[config.mk]
export PLATFORM = sky130hd
export DESIGN_NAME = seg_display_arbiter
export DESIGN_NICKNAME = d
export VERILOG_FILES = /design/src/rtl/seg_disp_pkg.sv /design/src/rtl/dwell_timer.sv /design/src/rtl/seg_display_arbiter.sv
export SDC_FILE = /design/constraint.sdc
export NUM_CORES = 1
export LEC_CHECK = 0
export ABC_AREA = 0
export ABC_CLOCK_PERIOD_IN_PS = 2600
export CORE_MARGIN = 5
export CORE_UTILIZATION = 42
export CTS_CLUSTER_SIZE = 10
export DETAILED_ROUTE_END_ITERATION = 16
export HOLD_SLACK_MARGIN = 0.15
export PLACE_DENSITY = 0.74
export SYNTH_ARGS = -nofsm -noshare
export SYNTH_HDL_FRONTEND = slang
export SYNTH_SLANG_ARGS = --single-unit
[constraint.sdc]
create_clock -name clk -period 2.6 [get_ports clk]
set_clock_uncertainty 0.05 [all_clocks]
set_input_delay 0.26 -clock clk [delete_from_list [all_inputs] [get_ports clk]]
set_output_delay 0.26 -clock clk [all_outputs]
set_load 0.005 [all_outputs]
[src/rtl/seg_disp_pkg.sv]
// rtl/seg_disp_pkg.sv - shared encodings for the seven-segment display arbiter
package seg_disp_pkg;

    // Encodings double as the one-hot grant vector.
    typedef enum logic [1:0] {
        ST_IDLE = 2'b00,
        ST_OWN0 = 2'b01,
        ST_OWN1 = 2'b10
    } state_t;

    localparam logic [15:0] BLANK_WORD = 16'hFFFF;

    localparam int DIGIT_W    = 4;
    localparam int DIGIT0_LSB = 0;
    localparam int DIGIT1_LSB = 4;
    localparam int DIGIT2_LSB = 8;
    localparam int DIGIT3_LSB = 12;

endpackage

[src/rtl/dwell_timer.sv]
// rtl/dwell_timer.sv - saturating dwell counter with clear/enable and done flag
module dwell_timer #(
    parameter int DWELL_CYCLES = 50_000_000,
    parameter int CNT_W        = 26
) (
    input  logic clk,
    input  logic rst_n,
    input  logic i_clear,
    input  logic i_enable,
    output logic o_done
);

    localparam logic [CNT_W-1:0] LP_LAST = CNT_W'(DWELL_CYCLES - 1);

    logic [CNT_W-1:0] r_count;

    always_ff @(posedge clk or negedge rst_n) begin
        if (!rst_n) begin
            r_count <= '0;
        end else if (i_clear) begin
            r_count <= '0;
        end else if (i_enable && (r_count != LP_LAST)) begin
            r_count <= r_count + 1'b1;
        end
    end

    assign o_done = (r_count == LP_LAST);

endmodule

[src/rtl/seg_display_arbiter.sv]
// rtl/seg_display_arbiter.sv - round-robin owner of the shared four-digit BCD display
module seg_display_arbiter
    import seg_disp_pkg::*;
#(
    parameter int DWELL_CYCLES = 50_000_000,
    parameter int CNT_W        = 26
) (
    input  logic        clk,
    input  logic        reset,
    input  logic        req0,
    input  logic        req1,
    input  logic [15:0] bcd0,
    input  logic [15:0] bcd1,
    output logic [1:0]  gnt,
    output logic [15:0] bcd_out,
    output logic        dwell_done
);

    state_t r_state;
    state_t w_next;
    logic   r_last_owner;
    logic   w_owned;
    logic   w_enter;
    logic   w_timer_done;

    always_comb begin
        w_next = r_state;
        case (r_state)
            ST_IDLE: begin
                if (req0 && req1)  w_next = r_last_owner ? ST_OWN0 : ST_OWN1;
                else if (req0)     w_next = ST_OWN0;
                else if (req1)     w_next = ST_OWN1;
                else               w_next = ST_IDLE;
            end
            // Release beats dwell: an owner dropping its request leaves at once.
            ST_OWN0: begin
                if (!req0)                     w_next = req1 ? ST_OWN1 : ST_IDLE;
                else if (dwell_done && req1)   w_next = ST_OWN1;
                else                           w_next = ST_OWN0;
            end
            ST_OWN1: begin
                if (!req1)                     w_next = req0 ? ST_OWN0 : ST_IDLE;
                else if (dwell_done && req0)   w_next = ST_OWN0;
                else                           w_next = ST_OWN1;
            end
            default: w_next = ST_IDLE;
        endcase
    end

    assign w_owned    = (r_state != ST_IDLE);
    assign w_enter    = (w_next != ST_IDLE) && (w_next != r_state);
    assign dwell_done = w_owned && w_timer_done;

    dwell_timer #(
        .DWELL_CYCLES (DWELL_CYCLES),
        .CNT_W        (CNT_W)
    ) u_dwell_timer (
        .clk      (clk),
        .rst_n    (reset),
        .i_clear  (w_enter),
        .i_enable (w_owned),
        .o_done   (w_timer_done)
    );

    always_ff @(posedge clk or negedge reset) begin
        if (!reset) begin
            r_state      <= ST_IDLE;
            r_last_owner <= 1'b1;
            gnt          <= 2'b00;
            bcd_out      <= BLANK_WORD;
        end else begin
            r_state <= w_next;
            gnt     <= w_next;
            if (w_enter) r_last_owner <= (w_next == ST_OWN1);
            // Digits follow the owner every cycle, not just at grant time.
            case (w_next)
                ST_OWN0: bcd_out <= bcd0;
                ST_OWN1: bcd_out <= bcd1;
                default: bcd_out <= BLANK_WORD;
            endcase
        end
    end

endmodule

==> flow_summary.json <==
{
  "worst_ir_drop_vdd_uv": 348,
  "core_region_area_um2": 5570,
  "highest_attainable_clock_frequency_mhz": 391,
  "yosysTopAreaCell": "sky130_fd_sc_hd__dfrtp_1",
  "max-clock-path-buffers": 2,
  "synth_sequential_area_ratio": 0.471,
  "startpoint_type": "flip-flop",
  "antenna_violating_nets_post_route": 0,
  "cp-end-kind": "flip-flop",
  "place_worst_setup_slack_ns": -0.112,
  "critical_path.reg2reg.endpoint": "bcd_out[10]",
  "data_required_time_of_the_critical_path_ns": 2.77,
  "syn-mean-instance-area_um2": 10.8,
  "inserted_diodes": 0,
  "io-pin-count": 55,
  "fin_crit_sh": 0.983,
  "pin_count_of_the_biggest_net_entering_global_routing": 46,
  "first_global_vias": 2120,
  "finalWorstSetupSlack_ns": 0.0438,
  "synth_enable_flop_cells": 0,
  "reg2reg_depth": 8,
  "layout-area-overhead-vs-synth_pct": 35.9,
  "worst-setup-path-type": "reg2reg",
  "slew-limit-headroom": 0.356,
  "outcome": "complete, no violations",
  "num_rows": 27,
  "drv.max_cap_violation_count": 0,
  "floorplan.die.height_um": 86.1,
  "cts_root_buf": "sky130_fd_sc_hd__clkbuf_8",
  "worst_hold_startpoint": "bcd0[0]",
  "max_slew.worst_pin.slew_ns": 0.966,
  "totalNegativeSetupSlack_ns": 0,
  "htreeDepth": 2,
  "drive_gt1_frac": 0.248,
  "number_of_antenna_violations_at_the_first_check_in_global_routing": 0,
  "floorplan.initialDensity": 0.437,
  "worst_hold_path.num_cells": 2,
  "netlist-cell-type-count": 51,
  "multi_input_area_um2": 1240,
  "post_synth_main_area_contributors": "sky130_fd_sc_hd__dfrtp_1, sky130_fd_sc_hd__dfstp_2, sky130_fd_sc_hd__a221o_1",
  "power-per-cell-area_nw_per_um2": 602,
  "setup-violations-final": 0,
  "yosysWarningCount": 0,
  "clkSlewWorstSetupHoldPaths_ns": 0.08,
  "cts_inserted_buffers": 5,
  "final_max_slew_viol_count": 0,
  "floorplan.die_area_um2": 7420,
  "mapped_cells": 225,
  "final.fill_count": 485,
  "hold_viol": 0,
  "num_vias": 2064,
  "globalRouteTotalUtil": 0.161,
  "avgViaCountPerCell": 5.64,
  "nNetsFinal": 332,
  "async_reset_ff_frac": 1.00,
  "dieWidth_um": 86.1,
  "port_buffers": 54,
  "detailedRoute.firstIterationViolations": 146,
  "place.detailed.hpwl_mm": 4.04,
  "synthesis.area_um2": 2430,
  "final_period_minus_worst_setup_slack_ns": 2.56,
  "min_delay_worst_endpoint": "bcd_out[0]",
  "detail_route.wl_per_cell_um": 15.3,
  "commonest_cells_in_the_synthesized_netlist": "sky130_fd_sc_hd__dfrtp_1, sky130_fd_sc_hd__dfstp_2, sky130_fd_sc_hd__a221o_1, sky130_fd_sc_hd__nor2_1, sky130_fd_sc_hd__nand2_1",
  "remaining_drc_errors": 0,
  "drt_pre_antenna_iters": 4,
  "crit_path_start": "u_dwell_timer.r_count[8]",
  "finalWirelength_mm": 5.59,
  "critical_path_peak_fanout": 16,
  "clkSinkCount": 45,
  "timing.reg2reg.setup_slack_ns": 0.04,
  "leakagePower_nw": 1.26,
  "netlist.area_leader.share": 0.288,
  "worstPathArrival_ns": 2.73,
  "synth.net_count": 264,
  "worstHoldPathType": "in2reg",
  "cts_tree": "done",
  "overflow": 0,
  "clock_latency_of_the_later_clocked_register_in_the_worst_skew_pair_ns": 0.30,
  "register_area_um2": 1150,
  "grt_setup_unrepaired": "true",
  "synth.ff_latch_count": 45,
  "synthFlopType": "sky130_fd_sc_hd__dfrtp_1",
  "yosys.cell_count.top_type": "sky130_fd_sc_hd__dfrtp_1",
  "timing.rr.start": "u_dwell_timer.r_count[8]",
  "hold-worst-slack_ns": 0.516,
  "grt_pass1_wl_mm": 9.57,
  "place_congestion": 0.808
}
[layout make-up]
| cell class | count | area share |
|---|---|---|
| Timing Repair Buffer | 75 | 0.214 |
| Sequential cell | 45 | 0.347 |
| Inverter | 3 | 0.00340 |
| Tap cell | 72 | 0.0272 |
| Clock buffer | 8 | 0.0337 |
| Multi-Input combinational cell | 163 | 0.375 |
[cell families (layout without fill, tap and decap cells)]
logic type,count (synthesis),after routing,share of synthesized area
AO/OA/AOI/OAI,55,55,0.190
XOR/XNOR,11,11,0.0396
adder cells (fa/ha/maj),3,3,0.0154
buffers and inverters,17,86,0.0462
flip-flops,45,45,0.471
multiplexers,3,3,0.0128
AND/OR/NAND/NOR,91,91,0.225
[per-stage QoR]
stage                     utilization  instances  total power, mW  instance area, um^2
after floorplan                     -        225             1.19                 2450
after global placement          0.556        354             1.45                 3100
after detailed placement        0.556        354             1.46                 3100
after CTS                       0.581        364             1.98                 3240
after global routing            0.593        366             2.12                 3310
final                           0.593        366             1.99                 3310
[cells in the final DEF, fill, tap and decap left out, drive strengths merged, types with 2 or more instances in the layout]
cell type	n
clkdlybuf4s50	53
dfrtp	28
buf	21
dfstp	17
nor2	17
a221o	16
nand2	15
a21oi	15
nand3	10
nand4	9
clkbuf	8
o31ai	7
or4	7
xnor2	7
nor4	6
o21ai	5
or3	5
nor3	4
xor2	4
and3	4
nor4b	4
inv	3
ha	3
o21a	2
a2bb2oi	2
and4	2
or4b	2
a31o	2
mux2i	2
or2	2
[critical path, cell delays in order, from the launching register on]
cell and delay [ns]:
sky130_fd_sc_hd__dfrtp_1 0.39, sky130_fd_sc_hd__or4b_4 0.54, sky130_fd_sc_hd__nor4_2 0.25, sky130_fd_sc_hd__and3_4 0.26, sky130_fd_sc_hd__buf_4 0.11, sky130_fd_sc_hd__a211o_1 0.13
sky130_fd_sc_hd__a31o_1 0.21, sky130_fd_sc_hd__ha_4 0.26, sky130_fd_sc_hd__a221o_1 0.27
[worst max path at each step]
stage	end	slack (ns)	depth (start not counted)
2_1_floorplan	bcd_out[10]	0.001	8
3_3_place_gp	bcd_out[10]	-0.02	7
3_5_place_dp	bcd_out[10]	-0.11	7
4_1_cts	bcd_out[10]	0.0006	7
5_1_grt	bcd_out[13]	-0.04	8
6_report	bcd_out[10]	0.04	8
[metal layers]
| metal | global-route usage | vias up | part of all wire |
|---|---|---|---|
| met4 | 0.0446 | 0 | 0.011 |
| li1 | - | 1002 | - |
| met1 | 0.184 | 972 | 0.41 |
| met2 | 0.272 | 84 | 0.47 |
| met5 | 0 | - | 0 |
| met3 | 0.0701 | 6 | 0.11 |
[sequential cells by signal (all words and copies together) (netlist names)]
register / flops
r_state: 2
bcd_out: 16
r_last_owner: 1
u_dwell_timer.r_count: 26
[repair_timing]
action / 4_1_cts / 5_1_grt
cloned: 0 / 0
pin swaps: 1 / 2
buffers inserted: 1 / 2
hold endpoints to repair: 28 / 0
gates resized for setup: 3 / 9
hold buffers: 1 / 0
endpoints found under the setup margin: 17 / 18
[where the power goes]
group          internal, mW  switching [mW]  leakage (nW)
Sequential            0.846          0.0446         0.565
Clock                 0.275           0.237        0.0566
Combinational         0.333           0.257         0.641
Total                  1.45           0.539          1.26
(Power assumes the default switching activity.)
